===== config.mk =====
export PLATFORM = sky130hd
export DESIGN_NAME = cola_change_out
export DESIGN_NICKNAME = d
export VERILOG_FILES = /design/src/rtl/cola_pkg.sv /design/src/rtl/cola_pulse_timer.sv /design/src/rtl/cola_change_out.sv
export SDC_FILE = /design/constraint.sdc
export NUM_CORES = 1
export LEC_CHECK = 0
export BUFFER_PORTS_ARGS = -buffer_cell sky130_fd_sc_hd__buf_2
export CAP_MARGIN = 25
export CORE_UTILIZATION = 40
export DETAILED_ROUTE_END_ITERATION = 6
export GPL_ROUTABILITY_DRIVEN = 0
export PLACE_DENSITY = 0.6
export SKIP_CTS_REPAIR_TIMING = 1
export SYNTH_ARGS = -nofsm -noshare
export SYNTH_HDL_FRONTEND = slang
export SYNTH_SLANG_ARGS = --single-unit

===== constraint.sdc =====
create_clock -name clk -period 7.51 [get_ports clk]
set_clock_uncertainty 0.05 [all_clocks]
set_input_delay 1.502 -clock clk [delete_from_list [all_inputs] [get_ports clk]]
set_output_delay 1.502 -clock clk [all_outputs]
set_load 0.01 [all_outputs]

===== src/rtl/cola_pkg.sv =====
// Shared definitions for the cola vending machine: payout FSM state
// encodings, coin denominations and the default cola price. The
// coin-accepting FSM imports this package too.
package cola_pkg;

  // Payout FSM states. Encoded 1..6 so that an all-zero state register is
  // never a legal state.
  typedef enum logic [3:0] {
    ST_IDLE   = 4'd1,
    ST_COLA   = 4'd2,
    ST_GAP    = 4'd3,
    ST_COIN1  = 4'd4,
    ST_COIN05 = 4'd5,
    ST_DONE   = 4'd6
  } state_t;

  // Coin values in half-yuan units.
  localparam int COIN1_HALVES  = 2;
  localparam int COIN05_HALVES = 1;

  // Default cola price in half-yuan units (1.5 yuan).
  localparam int PRICE_HALVES_DEF = 3;

endpackage


===== src/rtl/cola_pulse_timer.sv =====
// Loadable 32-bit down-counter used to time ejector pulses and the gaps
// between them. A load sets the count; the counter then steps down once per
// clock and parks at zero. expire is high while the count is zero, so a
// load value of N-1 gives an interval of N cycles.
module cola_pulse_timer (
  input  logic        clk,
  input  logic        rst_n,
  input  logic        load,
  input  logic [31:0] load_val,
  output logic        expire
);

  logic [31:0] count;

  // Load takes priority; otherwise count down until zero and hold there.
  always_ff @(posedge clk or negedge rst_n) begin
    if (!rst_n) begin
      count <= 32'd0;
    end else if (load) begin
      count <= load_val;
    end else if (count != 32'd0) begin
      count <= count - 32'd1;
    end
  end

  assign expire = (count == 32'd0);

endmodule


===== src/rtl/cola_change_out.sv =====
// Payout end of the cola vending machine. On an accepted vend request it
// pulses the cola ejector (if the credit covers the price), then pays the
// change greedily: all 1-yuan coins first, then at most one 0.5-yuan coin,
// with a quiet gap after every pulse. Credit below the price is refunded in
// full with no cola. All outputs are registered from the current state, so
// each ejector rises one cycle after its state is entered.
module cola_change_out
  import cola_pkg::*;
#(
  parameter int          PRICE_HALVES = PRICE_HALVES_DEF,
  parameter int          CREDIT_W     = 3,
  parameter logic [31:0] PULSE_CYC    = 32'd12_500_000,
  parameter logic [31:0] GAP_CYC      = 32'd12_500_000
) (
  input  logic                clk,
  input  logic                rst_n,
  input  logic                vend_req,
  input  logic [CREDIT_W-1:0] credit,
  output logic                busy,
  output logic                done,
  output logic                cola_out,
  output logic                coin1_out,
  output logic                coin05_out,
  output logic [7:0]          led
);

  // Constants sized to the credit width so the change arithmetic stays in
  // CREDIT_W bits.
  localparam logic [CREDIT_W-1:0] PRICE_W = CREDIT_W'(PRICE_HALVES);
  localparam logic [CREDIT_W-1:0] C1_W    = CREDIT_W'(COIN1_HALVES);
  localparam logic [CREDIT_W-1:0] C05_W   = CREDIT_W'(COIN05_HALVES);

  state_t              state;
  logic [CREDIT_W-1:0] chg;
  logic [3:0]          chg_led;
  logic                active;
  logic                credit_ok;
  logic                tmr_load;
  logic [31:0]         tmr_val;
  logic                tmr_expire;

  // Next payout step for a given amount still owed: biggest coin that fits,
  // or finish when nothing is owed.
  function automatic state_t coin_or_done(input logic [CREDIT_W-1:0] owed);
    if (owed >= C1_W) begin
      return ST_COIN1;
    end else if (owed >= C05_W) begin
      return ST_COIN05;
    end else begin
      return ST_DONE;
    end
  endfunction

  // Change shown on led[7:4]: zero-extended or truncated to four bits.
  genvar gi;
  generate
    for (gi = 0; gi < 4; gi++) begin : g_chg_led
      if (gi < CREDIT_W) begin : g_bit
        assign chg_led[gi] = chg[gi];
      end else begin : g_pad
        assign chg_led[gi] = 1'b0;
      end
    end
  endgenerate

  // Compared at 32 bits so a price larger than the credit range still works.
  assign credit_ok = (32'(credit) >= PRICE_HALVES);

  // Payout in progress: any state that drives or waits on an ejector.
  always_comb begin
    active = (state == ST_COLA) || (state == ST_GAP) ||
             (state == ST_COIN1) || (state == ST_COIN05);
  end

  // Timer reload on every state entry: pulse length when entering an
  // ejector state, gap length when entering GAP. A reload towards DONE is
  // harmless since DONE does not look at the timer.
  always_comb begin
    tmr_load = 1'b0;
    tmr_val  = PULSE_CYC - 32'd1;
    case (state)
      ST_IDLE: begin
        if (vend_req) begin
          tmr_load = 1'b1;
        end
      end
      ST_COLA, ST_COIN1, ST_COIN05: begin
        if (tmr_expire) begin
          tmr_load = 1'b1;
          tmr_val  = GAP_CYC - 32'd1;
        end
      end
      ST_GAP: begin
        if (tmr_expire) begin
          tmr_load = 1'b1;
        end
      end
      default: begin
        tmr_load = 1'b0;
      end
    endcase
  end

  cola_pulse_timer u_timer (
    .clk      (clk),
    .rst_n    (rst_n),
    .load     (tmr_load),
    .load_val (tmr_val),
    .expire   (tmr_expire)
  );

  // Payout FSM with registered outputs derived from the current state.
  always_ff @(posedge clk or negedge rst_n) begin
    if (!rst_n) begin
      state      <= ST_IDLE;
      chg        <= '0;
      busy       <= 1'b0;
      done       <= 1'b0;
      cola_out   <= 1'b0;
      coin1_out  <= 1'b0;
      coin05_out <= 1'b0;
      led        <= 8'h00;
    end else begin
      busy       <= active;
      done       <= (state == ST_DONE);
      cola_out   <= (state == ST_COLA);
      coin1_out  <= (state == ST_COIN1);
      coin05_out <= (state == ST_COIN05);
      if (state == ST_IDLE) begin
        led <= 8'h00;
      end else begin
        led <= {chg_led, (state == ST_COIN05), (state == ST_COIN1),
                (state == ST_COLA), active};
      end

      case (state)
        ST_IDLE: begin
          // Credit is sampled only here; requests elsewhere are dropped.
          if (vend_req) begin
            if (credit_ok) begin
              chg   <= credit - PRICE_W;
              state <= ST_COLA;
            end else begin
              chg   <= credit;
              state <= coin_or_done(credit);
            end
          end
        end
        ST_COLA: begin
          if (tmr_expire) begin
            state <= ST_GAP;
          end
        end
        ST_COIN1: begin
          if (tmr_expire) begin
            chg   <= chg - C1_W;
            state <= ST_GAP;
          end
        end
        ST_COIN05: begin
          if (tmr_expire) begin
            chg   <= chg - C05_W;
            state <= ST_GAP;
          end
        end
        ST_GAP: begin
          if (tmr_expire) begin
            state <= coin_or_done(chg);
          end
        end
        ST_DONE: begin
          state <= ST_IDLE;
        end
        default: begin
          state <= ST_IDLE;
        end
      endcase
    end
  end

endmodule

Yosys cells after proc, flatten, opt, wreduce, memory -nomap -nowiden:

Index checks and enable logic that the tools add are counted.

* bits in writable memories: 0
* latch bits: 0
* output and inout bits: 13
* word-level logic and storage cells: 60
* memory bits (read-only): 0
* memories: 0
* bits of input ports: 6
* register bits after elaboration: 51

* shift operators: 0
* add/sub/neg operators: 4
* reductions and logical operators: 11
* magnitude comparators: 5
* divide/modulo/power cells: 0
* bitwise logic cells: 0
* equal/unequal tests: 11
* multiplexer cells: 20
* multipliers: 0

Operator list (number)
* two-way mux 32 bit: 2
* logical NOT 32 bit: 1
* nonzero test 32 bit: 1
* subtractor 32 x 1 -> 32 bit, second input constant: 1
* two-way mux 3 bit: 5
* == test 4 x 3 -> 1 bit, second input constant: 3
* two-way mux 4 bit: 3
* case mux 4 bit (3 select lines): 1
* greater-or-equal comparator 3 x 2 -> 1 bit, second input constant: 3
* case mux 3 bit (3 select lines): 1
* == test 4 x 2 -> 1 bit, second input constant: 2
* two-way mux 2 bit: 4
* inequality test 2 bit, second input constant: 4
* two-way mux 7 bit: 1
* greater-or-equal comparator 3 x 1 -> 1 bit, second input constant: 2
* subtractor 3 x 2 -> 3 bit, second input constant: 2
* == test 4 x 1 -> 1 bit, second input constant: 1
* AND reduction 4 bit: 1
* OR reduction 4 bit: 1
* logical OR 1 bit: 3
* AND reduction 3 bit: 1
* nonzero test 3 bit: 1
* OR reduction 3 bit: 1
* subtractor 3 x 1 -> 3 bit, second input constant: 1
* other kinds (4): 5

Logic depth before layout (Yosys ltp):

Gate-level depths: netlist (run 1).

* depth in word-level cells: 6
* mapped depth: 9

Cells and area by module:

Synthesis (run 1) repeated with hierarchy kept, for this count alone.

* cells, all modules: 309
* area total of the unflattened synthesis: 2846.5 um^2

By module, submodules not included
* cola_pulse_timer: cells each 209, sequential area each 800.8 um^2, times used 1, area an instance 1893.1 um^2
* cola_change_out: cells each 100, sequential area each 426.7 um^2, times used 1, area an instance 953.4 um^2

Worst setup path before layout (run 1):

Ideal clock, no wire load.

* path type: input-to-reg
* from: in credit[0]
* to: reg state[0]
* arrival time: 3.189 ns
* data required time: 7.398 ns
* cell stages on the path: 8
* library setup time: 0.062 ns
* path buffers: 0
* path slack: 4.209 ns
* path through: ha_1 > ha_1 > or3_1 > or4_1 > o311ai_0 > or3b_2 > o311ai_0 > nand2_1

* cells in the longest elaborated chain, start to end: 6
* elaborated cells between the ends (all ways): 8
* those cells by class: order compare (3); mux (5)

RTL lines
* from (decl): RTL line cola_change_out.sv:18 `input logic [CREDIT_W-1:0] credit,`
* greater-or-equal comparator 3 x 1 -> 1 bit: RTL line cola_change_out.sv:47 `end else if (owed >= C05_W) begin`
* two-way mux 2 bit: RTL line cola_change_out.sv:47
* two-way mux 2 bit: RTL line cola_change_out.sv:45 `if (owed >= C1_W) begin`
* two-way mux 3 bit *: RTL line cola_change_out.sv:140 `if (credit_ok) begin`
* two-way mux 4 bit *: RTL line cola_change_out.sv:139 `if (vend_req) begin`
* case mux 4 bit (3 select lines) *: RTL line cola_change_out.sv:136 `case (state)`
* to (signal assigned): RTL line cola_change_out.sv:145 `state <= coin_or_done(credit);`
* to (signal assigned): RTL line cola_change_out.sv:168 `state <= coin_or_done(chg);`
* to (decl): RTL line cola_change_out.sv:33 `state_t state;`

Every way passes the cells marked *; elsewhere a longest branch is shown, timed or not. The select of a mux whose other input is x is not followed.
A chain may end at the register's enable or synchronous reset.

Final worst setup path (run 1):

Same ends and word-level chain as after synthesis.

==> results.json, run 1 <==
{
  "status": "finished, final reports clean",
  "fin_crit_ns": 3.33,
  "cts-buffers-inserted": 5,
  "cp-end-kind": "register",
  "synth_top_area_cell": "dfrtp_1",
  "powerDensity_nw_per_um2": 286,
  "yosysUniqueCellTypes": 56,
  "fin_nets": 318,
  "synth_edf_count": 0,
  "cts_max_path_buffers": 2,
  "rsz0062_at_grt": "no",
  "use_met1_pct": 19.6,
  "drt-initial-drc-count": 98,
  "async_reset_ff_share_pct": 100,
  "required_ns": 7.71,
  "fmax_mhz": 300,
  "layout.cells.non_filler": 383,
  "drc": 0,
  "fillers": 658,
  "syn_area_um2": 2790,
  "via_per_inst": 5.46,
  "grt_pass1_vias": 2045,
  "ant_nets": 0,
  "total_power_mw": 0.866,
  "synthCells": 287,
  "synth_top_area_share_pct": 43.1,
  "hold_ws_ns": 0.481,
  "die_w_um": 85.4,
  "grt_max_degree": 50,
  "top_usage_layer": "met2",
  "crit_arrival_ns": 3.54,
  "worstPathMaxFanout": 8,
  "die_y_um": 85.4,
  "cp-start-kind": "primary input",
  "syn_area_per_cell_um2": 9.70,
  "coreArea_um2": 6760,
  "wl_per_cell_um": 14.7,
  "gr-usage-met2_pct": 29.5,
  "dr.pass1.iters": 4,
  "antenna_found_initial": 0,
  "hpwl_mm": 3.85,
  "cts_root_buf": "clkbuf_8",
  "cts_max_level": 2,
  "drive_gt1_share_pct": 14.5,
  "wirelength_mm": 5.63,
  "vias": 2090,
  "track_usage_pct": 16.7,
  "yosysWarnings": 0,
  "area_growth_pct": 8.85,
  "gr-total-overflow": 0,
  "synth_area_leaders": "dfrtp_1 43%, xnor2_1 5.0%, nor2_1 4.7%",
  "cts_tree": "built",
  "fin_ws_ns": 4.18,
  "layout_commonest_cell": "dfrtp_1",
  "clk_pin_slew_ns": 0.09,
  "start_util_pct": 41.2,
  "peakVddDrop_v": 0.0000917,
  "clock_sinks": 49,
  "placed_cells": 375,
  "grt_util_met3_pct": 3.50,
  "n_antenna_cell": 0,
  "finalMaxSlewViolations": 0,
  "rows": 30,
  "synth_seq_cells": 49,
  "ys_seq_area_share_pct": 44.1,
  "path_class": "primary input to register",
  "worst_slew_pin_slew_ns": 0.925,
  "pre_cts_slack_ns": 3.88,
  "setup_viol": 0,
  "leakagePower_nw": 1.24,
  "clkLatencyLatePin_ns": 0.31,
  "max_cap_viol_count": 0,
  "hold_path_class": "register to register",
  "hold_viol_final": 0,
  "dieArea_um2": 7300,
  "io_buffers": 17,
  "fin_tns_setup_ns": 0,
  "grt_pass1_wl_mm": 9.54,
  "syn_nets": 303,
  "num_io_pins": 19,
  "layout.cells.most_common_list": "48 x dfrtp_1, 35 x nor2_1, 21 x nand2_1",
  "fin_crit_sh_pct": 44.4,
  "maxSlewHeadroom_pct": 38.1,
  "yosys_most_used_dff": "dfrtp_1"
}
-- synthesized netlist by cell type (2+ instances only) --
cell / n
nand2_1: 21
or3_4: 4
o311ai_0: 3
or4_1: 5
nor2b_1: 2
xnor2_1: 16
nor3_1: 12
inv_1: 15
buf_2: 2
and2_1: 2
a211oi_1: 2
ha_1: 10
o31ai_1: 3
nor3b_1: 3
a31oi_1: 2
or3_1: 9
a21oi_1: 10
nor2_1: 35
o21ai_0: 13
nor4b_1: 2
or4_4: 2
buf_4: 5
xor2_1: 9
nand3_1: 6
nor4_1: 5
nand2b_1: 3
nand3b_1: 2
o211ai_1: 6
dfrtp_1: 48
clkbuf_1: 3
and3_1: 2
-- power by group --
part / total, mW / switching (mW) / internal [mW]
Sequential: 0.406 / 0.0734 / 0.332
Combinational: 0.262 / 0.149 / 0.113
Clock: 0.198 / 0.0897 / 0.109
-- cell families (layout without fill, tap and decap cells) --
| logic type | after synthesis | after routing | synth area share, % |
|---|---|---|---|
| compound gates | 49 | 49 | 11.9 |
| xor+xnor | 25 | 25 | 7.86 |
| fa+ha+maj | 10 | 10 | 4.49 |
| buf+inv | 26 | 42 | 4.54 |
| flops | 49 | 49 | 44.1 |
| mux | 1 | 1 | 0.404 |
| other cells | 1 | 1 | 0.135 |
| simple gates | 126 | 126 | 26.6 |
-- path summary, 6_finish.rpt --
path	cells past startpoint	endpoint	startpoint	slack, ns
worst max-delay path	9	state[0]	credit[0]	4.18
worst min-delay path	1	chg[1]	chg[1]	0.48
worst max register to register	5	chg[1]	u_timer.count[8]	4.59
worst min register to register	1	chg[1]	chg[1]	0.48
max in group asynchronous	2	u_timer.count[22]	rst_n	5.75
min in group asynchronous	2	led[5]	rst_n	1.23
-- cell type report --
class,instances,area (um2),share of cell area (%)
multi-input cells,212,1430,47.2
clock buffers,7,86.3,2.85
flip-flops and latches,49,1230,40.5
well taps,80,100,3.30
inverters,15,56.3,1.86
repair buffers,19,100,3.30
clock inverters,1,30.0,0.991
-- through the flow --
stage / cell area (um2) / util, %
global placement: 2920 / 43.1
CTS: 3030 / 44.9
floorplan: 2790 / -
global route: 3030 / 44.9
finish: 3030 / 44.9
detailed placement: 2920 / 43.1
-- sequential cells by signal (all words and copies together) (netlist names) --
name,cells
coin1_out,1
busy,1
chg,3
state,3
done,1
coin05_out,1
cola_out,1
u_timer.count,32
led,6
-- per-layer routing --
layer / share of wire (%) / wire [um] / vias to the layer above
li1: - / - / 1036
met1: 46 / 2590 / 999
met2: 49 / 2730 / 46
met3: 3.4 / 193 / 9
met4: 1.9 / 109 / 0
met5: 0 / 0 / -
-- worst max-delay path, cell delays in order --
cell,delay (ns)
buf_2,0.15
ha_1,0.20
ha_1,0.20
or3_1,0.41
or4_1,0.48
o311ai_0,0.16
or3b_2,0.22
o311ai_0,0.12
nand2_1,0.10
Power figures use the tool's default switching activity.
==> run 2: changes to the inputs <==
==> constraint.sdc (replaced) <==
create_clock -name clk -period 3.1 [get_ports clk]
set_clock_uncertainty 0.05 [all_clocks]
set_input_delay 0.62 -clock clk [delete_from_list [all_inputs] [get_ports clk]]
set_output_delay 0.62 -clock clk [all_outputs]
set_load 0.01 [all_outputs]
==> results.json, run 2 (same netlist as run 1, synthesis figures left out) <==
{
  "cts_max_level": 2,
  "hold_path_class": "primary input to asynchronous set/reset pin",
  "power_switching_mw": 0.755,
  "path_class": "register to register",
  "drive_gt1_share_pct": 16.5,
  "max_cap_viol_count": 0,
  "regMostFlops": "u_timer.count",
  "rows": 30,
  "coreArea_um2": 6760,
  "fin_crit_sh_pct": 83.4,
  "hold_ws_ns": 0.240,
  "top_usage_layer": "met2",
  "p_int_mw": 1.35,
  "required_ns": 3.25,
  "worst_path_largest_cell_delay_ns": 0.57,
  "die_w_um": 85.4,
  "layout.cells.non_filler": 389,
  "largestRegisters": "u_timer.count (32), led (6)",
  "drt-initial-drc-count": 99,
  "io_buffers": 17,
  "worst_slew_pin_slew_ns": 0.721,
  "fin_ws_ns": 0.515,
  "grt_util_met3_pct": 3.89,
  "dr.pass1.iters": 4,
  "peakVddDrop_v": 0.000214,
  "ant_nets": 0,
  "cp-start-kind": "register",
  "r2r_start": "u_timer.count[22]",
  "switching_share_pct": 35.9,
  "clkLatencyLatePin_ns": 0.31,
  "slowest_stage": "or4_4",
  "worstPathMaxFanout": 14,
  "cts_max_path_buffers": 2,
  "fillers": 654,
  "placed_cells": 381,
  "clock_sinks": 49,
  "leakagePower_nw": 1.27,
  "p_seq_share_pct": 46.9,
  "status": "finished, final reports clean",
  "worstPathBufferInverterCount": 0,
  "fmax_mhz": 387,
  "wirelength_mm": 5.77,
  "p_comb_share_pct": 30.0,
  "fin_nets": 324,
  "fin_crit_ns": 2.59,
  "grt_pass1_wl_mm": 10.1,
  "powerDensity_nw_per_um2": 683,
  "vias": 2136,
  "via_per_inst": 5.49,
  "wl_per_cell_um": 14.8,
  "largest_reg_flops": 32,
  "setup_viol": 0,
  "clkPwrFrac_pct": 23.1,
  "cts_tree": "built",
  "pre_cts_slack_ns": 0.370,
  "clk_pin_slew_ns": 0.09,
  "die_y_um": 85.4,
  "drc": 0,
  "rsz0062_at_grt": "no",
  "num_io_pins": 19,
  "worstReg2RegEnd": "chg[1]",
  "n_antenna_cell": 0,
  "cts-buffers-inserted": 5,
  "gr-usage-met2_pct": 30.0,
  "finalMaxSlewViolations": 0,
  "fin_tns_setup_ns": 0,
  "hold_viol_final": 0,
  "post-route-util_pct": 45.6,
  "layout.cells.most_common_list": "48 x dfrtp_1, 35 x nor2_1, 21 x nand2_1",
  "cts_root_buf": "clkbuf_8",
  "grt_pass1_vias": 2135,
  "dieArea_um2": 7300,
  "layout_commonest_cell": "dfrtp_1",
  "use_met1_pct": 22.9,
  "crit_arrival_ns": 2.73,
  "reg2regPathDepth": 5,
  "crit_family": "simple AND/OR/NAND/NOR gates",
  "start_util_pct": 41.2,
  "cp-end-kind": "register",
  "track_usage_pct": 17.8,
  "grt_max_degree": 27,
  "hpwl_mm": 4.04,
  "regToRegSetupSlack_ns": 0.51,
  "area_growth_pct": 10.6,
  "maxSlewHeadroom_pct": 51.5,
  "crit_chain": "or4_4, nand2b_2, or3_4, o31ai_4, mux2_1",
  "antenna_found_initial": 0,
  "gr-total-overflow": 0
}
-- run 2: cell types whose count changed in the layout (fill, tap and decap cells not counted) --
cell / change
clkbuf_1: -1
buf_4: +6
clkinvlp_4: +1
-- run 2: layout make-up --
cell class | instances | area, um2 | area share (%)
Clock buffer | 6 | 82.6 | 2.68
Multi-Input combinational cell | 212 | 1430 | 46.5
Clock inverter | 2 | 37.5 | 1.22
Inverter | 15 | 56.3 | 1.83
Timing Repair Buffer | 25 | 145 | 4.71
Sequential cell | 49 | 1230 | 39.8
Tap cell | 80 | 100 | 3.25
-- run 2: worst reg2reg max path, delay by kind of cell, from the launching register on --
kind | cells | cell delay (ns)
compound gates | 1 | 0.34
flops | 1 | 0.41
mux | 1 | 0.35
simple gates | 3 | 1.32
-- run 2: worst max path at each step --
stage               cells past startpoint                end               from
finish                                  5             chg[1]  u_timer.count[22]
global route                            7  u_timer.count[25]   u_timer.count[8]
CTS                                     6   u_timer.count[2]  u_timer.count[11]
detailed placement                      9           state[0]          credit[0]
global placement                        9           state[0]          credit[0]
floorplan                               8           state[0]          credit[0]
-- run 2: power groups by stage --
stage / registers, mW / clock network [mW] / logic (mW)
finish: 0.985 / 0.486 / 0.632
global route: 1.01 / 0.524 / 0.741
CTS: 0.982 / 0.503 / 0.642
detailed placement: 0.992 / 0 / 0.640
global placement: 0.990 / 0 / 0.628
floorplan: 0.947 / 0 / 0.500
-- run 2: metrics by stage --
stage	power, mW	area [um2]
global placement	1.62	2960
global route	2.28	3080
finish	2.10	3080
detailed placement	1.63	2960
CTS	2.13	3080
floorplan	1.45	2790
-- run 2: routing by layer --
| metal | wire [um] | up-vias |
|---|---|---|
| li1 | - | 1053 |
| met1 | 2750 | 1042 |
| met2 | 2780 | 31 |
| met3 | 152 | 10 |
| met4 | 90 | 0 |
| met5 | 0 | - |
==> run 3: changes to the inputs <==
==> constraint.sdc (replaced) <==
create_clock -name clk -period 2.63 [get_ports clk]
set_clock_uncertainty 0.05 [all_clocks]
set_input_delay 0.526 -clock clk [delete_from_list [all_inputs] [get_ports clk]]
set_output_delay 0.526 -clock clk [all_outputs]
set_load 0.01 [all_outputs]
==> results.json, run 3 (same netlist as run 1, synthesis figures left out) <==
{
  "cts_max_level": 2,
  "area_growth_pct": 13.4,
  "via_per_inst": 5.34,
  "cpMostUsedCell": "or3_4",
  "status": "finished, final reports clean",
  "largest_reg_flops": 32,
  "worst_path_largest_cell_delay_ns": 0.50,
  "peakVddDrop_v": 0.000265,
  "cts_tree": "built",
  "post-route-util_pct": 46.8,
  "dieArea_um2": 7300,
  "hold_path_class": "primary input to asynchronous set/reset pin",
  "antenna_found_initial": 0,
  "cts_max_path_buffers": 2,
  "path_class": "register to register",
  "wl_per_cell_um": 14.4,
  "n_antenna_cell": 0,
  "die_y_um": 85.4,
  "largestRegisters": "u_timer.count (32), led (6)",
  "io_buffers": 17,
  "crit_arrival_ns": 2.65,
  "cts-buffers-inserted": 5,
  "dr.pass1.iters": 4,
  "setup_viol": 0,
  "grt_max_degree": 40,
  "cp-end-kind": "register",
  "fin_tns_setup_ns": 0,
  "cp_num_cells": 5,
  "clock_sinks": 49,
  "hold_viol_final": 0,
  "total_power_mw": 2.58,
  "drive_gt1_share_pct": 18.4,
  "rsz0062_at_grt": "no",
  "hpwl_mm": 3.94,
  "leakagePower_nw": 1.32,
  "crit_chain": "or3_4, or3_4, or3_4, o31ai_4, mux2_1",
  "fmax_mhz": 402,
  "layout.cells.most_common_list": "48 x dfrtp_1, 35 x nor2_1, 21 x nand2_1",
  "num_io_pins": 19,
  "fin_nets": 331,
  "fin_crit_sh_pct": 94.7,
  "cts_root_buf": "clkbuf_8",
  "rows": 30,
  "required_ns": 2.79,
  "layout_commonest_cell": "dfrtp_1",
  "ant_nets": 0,
  "vias": 2115,
  "die_w_um": 85.4,
  "drc": 0,
  "wirelength_mm": 5.70,
  "finalMaxSlewViolations": 0,
  "stdcell_area_um2": 3160,
  "max_cap_viol_count": 0,
  "fin_crit_ns": 2.49,
  "worstPathMaxFanout": 14,
  "placedInstanceArea_um2": 3030,
  "gr-total-overflow": 0,
  "maxSlewHeadroom_pct": 42.1,
  "start_util_pct": 41.2,
  "worstPathBufferInverterCount": 0,
  "powerDensity_nw_per_um2": 818,
  "worst_slew_pin_slew_ns": 0.869,
  "clkLatencyLatePin_ns": 0.32,
  "slowest_stage": "or3_4",
  "coreArea_um2": 6760,
  "cp-start-kind": "register",
  "reg2regPathDepth": 5,
  "grt_pass1_wl_mm": 9.91,
  "track_usage_pct": 17.3,
  "crit_family": "simple AND/OR/NAND/NOR gates",
  "regMostFlops": "u_timer.count",
  "drt-initial-drc-count": 100,
  "clk_pin_slew_ns": 0.09,
  "grt_pass1_vias": 2071
}
## run 3: cell types whose count changed in the layout (fill, tap and decap cells not counted)
cell,before,now
buf_4,8,14
buf_12,0,1
bufinv_16,1,2
clkbuf_8,6,5
clkinv_2,0,1
clkinvlp_4,1,0
## run 3: layout make-up
class,instances,area [um2]
well taps,80,100
flip-flops and latches,49,1230
fillers,639,3600
clock inverters,3,65.1
clock buffers,5,68.8
repair buffers,32,210
multi-input cells,212,1430
inverters,15,56.3
## run 3: per-layer routing
layer	vias up	track usage, %	part of all wire, %
met1	1010	22.4	47
met5	-	0	0
met2	30	29.6	49
li1	1069	-	-
met3	6	4.09	3.2
met4	0	3.64	0.81
## run 3: report_power, final
part | leakage [nW] | internal [mW] | switching, mW
clock network | 0.0681 | 0.378 | 0.266
logic | 0.677 | 0.357 | 0.424
registers | 0.574 | 0.948 | 0.211
## run 3: worst paths after layout
kind                                     end  slack, ns               from
max                                   chg[1]       0.14  u_timer.count[16]
min                                   led[0]       0.26              rst_n
max reg2reg                           chg[1]       0.14  u_timer.count[16]
min reg2reg                u_timer.count[11]       0.48  u_timer.count[11]
max in group asynchronous  u_timer.count[31]       1.59              rst_n
min in group clk           u_timer.count[11]       0.48  u_timer.count[11]
## run 3: metrics by stage
| stage | hold slack, ns | cells | setup slack, ns |
|---|---|---|---|
| floorplan | 0.180 | 287 | 0.266 |
| global placement | 0.456 | 388 | 0.0768 |
| detailed placement | 0.455 | 388 | 0.0160 |
| CTS | 0.308 | 396 | 0.136 |
| global route | 0.341 | 396 | 0.00513 |
| finish | 0.260 | 396 | 0.140 |
